==> src/rtl/lfsr_rand_bank.sv <==
// Purpose : multi-channel Galois-LFSR random source with seed load, warm-up discard, valid/ready output.
// Latency : first word valid WARMUP_CYCLES+2 enabled edges after a seed load or reset release.
// Backpressure: a held word (rand_ready_i=0) freezes rand_out_o and all channel states.
//
// Ports:
//   clk_i          rising-edge clock
//   rst_ni         asynchronous active-low reset
//   enable_i       1: LFSRs may step this cycle (also gates the warm-up count)
//   seed_load_i    load derived seeds from seed_i into every channel, restart warm-up
//   seed_i         base seed; channel k gets rotl(seed_i, 8*k)
//   rand_ready_i   consumer accepts rand_out_o
//   rand_valid_o   rand_out_o holds an unconsumed word
//   rand_out_o     channel k sample in bits [k*OUT_WIDTH +: OUT_WIDTH], two's complement
//   busy_o         1 while discarding warm-up steps
//   lockup_fix_o   one-cycle pulse after a zero channel state was repaired
module lfsr_rand_bank #(
  parameter int unsigned           LFSR_WIDTH    = 32,
  parameter logic [LFSR_WIDTH-1:0] TAPS          = 32'h80200003,
  parameter int unsigned           NUM_CH        = 4,
  parameter int unsigned           OUT_WIDTH     = 4,
  parameter logic [LFSR_WIDTH-1:0] DEFAULT_SEED  = 32'hAAAF696C,
  parameter int unsigned           WARMUP_CYCLES = 16,
  parameter bit                    SYMMETRIC     = 1'b1
) (
  input  logic                        clk_i,
  input  logic                        rst_ni,
  input  logic                        enable_i,
  input  logic                        seed_load_i,
  input  logic [LFSR_WIDTH-1:0]       seed_i,
  input  logic                        rand_ready_i,
  output logic                        rand_valid_o,
  output logic [NUM_CH*OUT_WIDTH-1:0] rand_out_o,
  output logic                        busy_o,
  output logic                        lockup_fix_o
);

  localparam int unsigned CNT_W = (WARMUP_CYCLES > 0) ? $clog2(WARMUP_CYCLES + 1) : 1;
  localparam logic [CNT_W-1:0] CNT_INIT = CNT_W'(WARMUP_CYCLES);
  // Most-negative sample code 100..0; symmetric mode folds it onto zero.
  localparam logic [OUT_WIDTH-1:0] MOST_NEG = OUT_WIDTH'(1) << (OUT_WIDTH - 1);

  typedef enum logic [0:0] {
    ST_WARMUP = 1'b0,
    ST_RUN    = 1'b1
  } state_e;

  function automatic logic [LFSR_WIDTH-1:0] rotl(input logic [LFSR_WIDTH-1:0] v,
                                                 input int unsigned sh);
    logic [LFSR_WIDTH-1:0] r;
    r = v;
    if (sh != 0) r = (v << sh) | (v >> (LFSR_WIDTH - sh));
    return r;
  endfunction

  state_e                             fsm_q, fsm_d;
  logic [CNT_W-1:0]                   count_q, count_d;
  logic                               filled_q, filled_d;
  logic [NUM_CH*OUT_WIDTH-1:0]        rand_out_q, rand_out_d;
  logic                               lockup_q, lockup_d;
  logic                               do_step;
  logic [NUM_CH-1:0]                  zero_ch;
  logic [NUM_CH-1:0][OUT_WIDTH-1:0]   samp;

  // Per-channel state. Samples come from the post-step value so a loaded
  // word always reflects the state the channel moves into on that edge.
  for (genvar k = 0; k < NUM_CH; k++) begin : gen_ch
    localparam int unsigned SH = (8 * k) % LFSR_WIDTH;
    localparam logic [LFSR_WIDTH-1:0] DSEED = rotl(DEFAULT_SEED, SH);

    logic [LFSR_WIDTH-1:0] lfsr_q, lfsr_d;
    logic [LFSR_WIDTH-1:0] seed_k, load_val, step_val;
    logic [OUT_WIDTH-1:0]  raw;

    always_comb begin
      seed_k   = rotl(seed_i, SH);
      // Rotation preserves zero-ness, so only an all-zero base seed lands here.
      load_val = (seed_k == '0) ? DSEED : seed_k;
      // A zero state would stick forever; repair it instead of stepping.
      if (lfsr_q == '0) begin
        step_val = DSEED;
      end else if (lfsr_q[0]) begin
        step_val = (lfsr_q >> 1) ^ TAPS;
      end else begin
        step_val = lfsr_q >> 1;
      end
      lfsr_d = lfsr_q;
      if (seed_load_i) begin
        lfsr_d = load_val;
      end else if (do_step) begin
        lfsr_d = step_val;
      end
      raw = step_val[OUT_WIDTH-1:0];
    end

    assign zero_ch[k] = (lfsr_q == '0);
    assign samp[k]    = (SYMMETRIC && (raw == MOST_NEG)) ? '0 : raw;

    always_ff @(posedge clk_i or negedge rst_ni) begin
      if (!rst_ni) begin
        lfsr_q <= DSEED;
      end else begin
        lfsr_q <= lfsr_d;
      end
    end
  end

  // Control: seed_load overrides everything and drops any pending word.
  always_comb begin
    fsm_d      = fsm_q;
    count_d    = count_q;
    filled_d   = filled_q;
    rand_out_d = rand_out_q;
    do_step    = 1'b0;
    if (seed_load_i) begin
      fsm_d    = ST_WARMUP;
      count_d  = CNT_INIT;
      filled_d = 1'b0;
    end else begin
      unique case (fsm_q)
        ST_WARMUP: begin
          if (enable_i) begin
            if (count_q != '0) begin
              do_step = 1'b1;
              count_d = count_q - CNT_W'(1);
            end else begin
              fsm_d = ST_RUN;
            end
          end
        end
        ST_RUN: begin
          if (!filled_q) begin
            if (enable_i) begin
              do_step    = 1'b1;
              filled_d   = 1'b1;
              rand_out_d = samp;
            end
          end else if (rand_ready_i) begin
            // Accepted word: refill back-to-back if allowed to step, else go empty
            // and leave the last value visible.
            if (enable_i) begin
              do_step    = 1'b1;
              rand_out_d = samp;
            end else begin
              filled_d = 1'b0;
            end
          end
        end
        default: fsm_d = ST_WARMUP;
      endcase
    end
  end

  assign lockup_d = do_step & (|zero_ch);

  always_ff @(posedge clk_i or negedge rst_ni) begin
    if (!rst_ni) begin
      fsm_q      <= ST_WARMUP;
      count_q    <= CNT_INIT;
      filled_q   <= 1'b0;
      rand_out_q <= '0;
      lockup_q   <= 1'b0;
    end else begin
      fsm_q      <= fsm_d;
      count_q    <= count_d;
      filled_q   <= filled_d;
      rand_out_q <= rand_out_d;
      lockup_q   <= lockup_d;
    end
  end

  assign rand_valid_o = (fsm_q == ST_RUN) && filled_q;
  assign rand_out_o   = rand_out_q;
  assign busy_o       = (fsm_q == ST_WARMUP);
  assign lockup_fix_o = lockup_q;

endmodule

==> config.mk <==
export PLATFORM = sky130hd
export DESIGN_NAME = lfsr_rand_bank
export DESIGN_NICKNAME = d
export VERILOG_FILES = /design/src/rtl/lfsr_rand_bank.sv
export SDC_FILE = /design/constraint.sdc
export NUM_CORES = 1
export LEC_CHECK = 0
export ABC_AREA = 1
export BUFFER_PORTS_ARGS = -buffer_cell sky130_fd_sc_hd__buf_2
export CAP_MARGIN = 0
export CORE_MARGIN = 2
export CORE_UTILIZATION = 60
export DETAILED_ROUTE_END_ITERATION = 8
export GPL_ROUTABILITY_DRIVEN = 0
export GPL_TIMING_DRIVEN = 0
export HOLD_SLACK_MARGIN = 0.15
export PLACE_DENSITY = 0.9
export SLEW_MARGIN = 20
export SYNTH_ARGS = -nofsm -noshare
export SYNTH_HDL_FRONTEND = slang
export SYNTH_SLANG_ARGS = --single-unit
==> constraint.sdc <==
create_clock -name clk_i -period 4.6 [get_ports clk_i]
set_clock_uncertainty 0.15 [all_clocks]
set_input_delay 0.46 -clock clk_i [delete_from_list [all_inputs] [get_ports clk_i]]
set_output_delay 0.46 -clock clk_i [all_outputs]
set_load 0.02 [all_outputs]
==> summary.txt <==
Outcome
  • Status: finished, final reports clean

Cells and area
  • # nets final: 1124
  • # diodes: 0
  • Share of cells above drive strength 1: 18.1%
  • Most common cell after layout, fill and taps aside: nand2_1
  • Commonest cells after routing, fill and taps aside: nand2_1 (332), nor2_1 (150), nand3_1 (87)
  • Finished Core Util: 70.1%
  • Area grow syn2layout: 14.4%
  • Final non-filler cell area: 8810 sq um

Synth
  • Synth Area per Inst: 7.66 sq um
  • Mapped Nets: 1048
  • Synth top area cells: dfrtp_1 (26%), dfstp_2 (25%), nand2_1 (16%), nor2_1 (7.3%), nand3_1 (5.7%)
  • Synth area leader: dfrtp_1
  • Post-synth EDFFs: 0
  • Fraction of registers with async set/reset: 100%
  • Yosys warning total: 0
  • Seq cells post-synth: 152
  • Post-Syn Area: 7710 sq um
  • Sequential fraction of the synthesis area: 50.5%
  • Synth Flop Type: dfrtp_1
  • Syn Inst Count: 1006
  • Synth top area share: 25.7%
  • Synth unique cells: 33

Clocking
  • CTS Sinks: 152
  • Skew-Pair Late Insertion Delay: 0.43 ns
  • CTS Root Cell: clkbuf_16
  • CTS tree: built
  • H-Tree Depth: 4
  • Post_cts resized: 0
  • Clock buffer depth: 2
  • Clk slew on worst S/H paths: 0.06 ns
  • Postcts setup bufs: 0
  • CTS Buf Count: 17
  • Hold_buf cts: 1

Timing
  • Endpoints failing setup: 0
  • Slew @ Worst Pin: 0.858 ns
  • Max-slew headroom: 42.8%
  • Fmax: 378 MHz
  • Hold slack: 0.182 ns
  • Final period util: 57.5%
  • Unrepaired setup endpoints after global routing: no
  • Min Tclk post-route: 2.65 ns
  • Setup TNS: 0 ns
  • Hold Violations, Final: 0
  • Slew Limit Fails: 0

Worst setup path
  • Delay-heaviest family, CP: simple AND/OR/NAND/NOR gates
  • CP Buf/Inv Count: 3
  • CP required: 4.80 ns
  • CP max stage cell: nor2_1
  • Startpoint types: flip-flop
  • Worst-path maximum fanout: 10
  • Kind of critical path: reg -> reg
  • Worst Setup EP: lockup_fix_o
  • Setup crit end kind: flip-flop
  • Critical path cell sequence: inv_1, ha_1, inv_1, nor2_1, nand2_1, nor2_1, nand2_1, nor2_1, clkbuf_2, nor2_1, a21oi_1
  • Reg-to-Reg Start: gen_ch[0].lfsr_q[0]
  • Critical path arrival: 2.84 ns
  • Reg-to-reg endpoint: lockup_fix_o
  • Critical path origin: gen_ch[0].lfsr_q[0]
  • Cells on worst reg2reg path: 11
  • R2r setup slk: 1.95 ns
  • Critical Path Most Common Cell: nor2_1
  • Slowest stage delay, CP: 0.61 ns
  • WP depth: 11

Drt
  • Routed length per instance: 19.5 microns
  • Final WL: 24700 microns
  • Vias per cell: 6.12
  • Vias: 7744
  • DR iter-0 viols: 1228
  • Drt drc: 0
  • Post-route ant nets: 0
  • Drt first pass iters: 6

Hold path
  • Min-Delay Path Class: in -> reg
  • Critical hold path startpoint: enable_i

Pwr
  • Max rail drop VDD: 0.379 mV
  • Power Total: 4.11 mW
  • Leak: 4.18 nW
  • Pwr Density: 466 nW/um^2

Floorplanning
  • I/O pin total: 56
  • Die Y: 117 microns
  • Core Footprint: 12600 sq um
  • Die X: 117 microns
  • Die area: 13800 sq um
  • FP Rows: 41
  • Initial Util: 61.3%

Global routing
  • Largest net degree at the start of global routing: 82
  • Vias in the first global route: 7723
  • Total GRT Usage: 37.2%
  • First-pass GRT wire length: 39500 microns
  • Total gr overflow: 0
  • Initial antenna violation count: 0

Run
  • Max_cap viols: 0

Placement
  • Dpl cell area: 8230 sq um
  • IO Port Bufs: 55
  • Dpl hpwl: 17300 microns
==> layout make-up <==
class	count	area (sq um)
sequential	152	3890
fill	968	3760
multi-input combinational	739	3330
clock buffer	23	498
timing repair buffer	57	323
inverter	73	274
tap	172	215
buffer	42	203
clock inverter	8	70.1
==> stage by stage <==
stage,cells,worst slack (ns)
5_1_grt,1266,1.80
2_1_floorplan,1006,2.69
4_1_cts,1266,2.05
3_5_place_dp,1234,2.08
6_report,1266,1.95
3_3_place_gp,1233,0.814
==> state kept, by name, summed over array words and instances (netlist names) <==
name,flops
gen_ch.lfsr_q,128
rand_out_o,16
count_q,5
lockup_fix_o,1
fsm_q,1
filled_q,1
==> synth_stat cells, types with 3 or more instances <==
library cell and number:
nand2_1 332, nor2_1 150, nand3_1 87, dfrtp_1 79
dfstp_2 73, inv_1 67, o21ai_0 61, o211ai_1 41
buf_2 19, a21oi_1 14, clkbuf_1 13, o21ai_1 11
nor3_1 7, xor2_1 6, buf_1 5, ha_1 5
inv_2 4, nor2_2 4, a31oi_1 3, nand4_1 3
xnor2_1 3
==> report_power, final <==
part / leakage, nW / total [mW] / internal, mW / switching (mW)
Combinational: 2.15 / 0.904 / 0.301 / 0.603
Clock: 0.281 / 1.35 / 0.807 / 0.541
Sequential: 1.75 / 1.86 / 1.66 / 0.194
==> cells by family after synthesis <==
kind of cell,synth area share (%)
buffers and inverters,6.19
AO/OA/AOI/OAI,10.3
AND/OR/NAND/NOR,31.1
XOR/XNOR,1.02
adder cells (fa/ha/maj),0.812
flip-flops,50.5
==> per-layer routing <==
| layer | up-vias | global-route usage, % | share of wire, % |
|---|---|---|---|
| li1 | 3398 | - | - |
| met1 | 3538 | 45.3 | 35 |
| met2 | 640 | 55.4 | 44 |
| met3 | 168 | 12.6 | 14 |
| met4 | 0 | 26.3 | 7.4 |
| met5 | - | 0 | 0 |
==> how the worst min path moves through the flow <==
stage,to,slack [ns],depth (start not counted)
finish,fsm_q,0.18,3
global route,fsm_q,0.21,3
CTS,fsm_q,0.18,3
detailed placement,rand_out_o[14],0.30,2
global placement,rand_out_o[6],0.30,2
floorplan,count_q[0],0.01,0
==> worst min-delay path: cells and delay by family <==
| kind | cells | cell delay (ns) |
|---|---|---|
| and+or+nand+nor | 2 | 0.13 |
| buffers and inverters | 1 | 0.12 |
No activity file was read; power rests on OpenSTA's default activity.
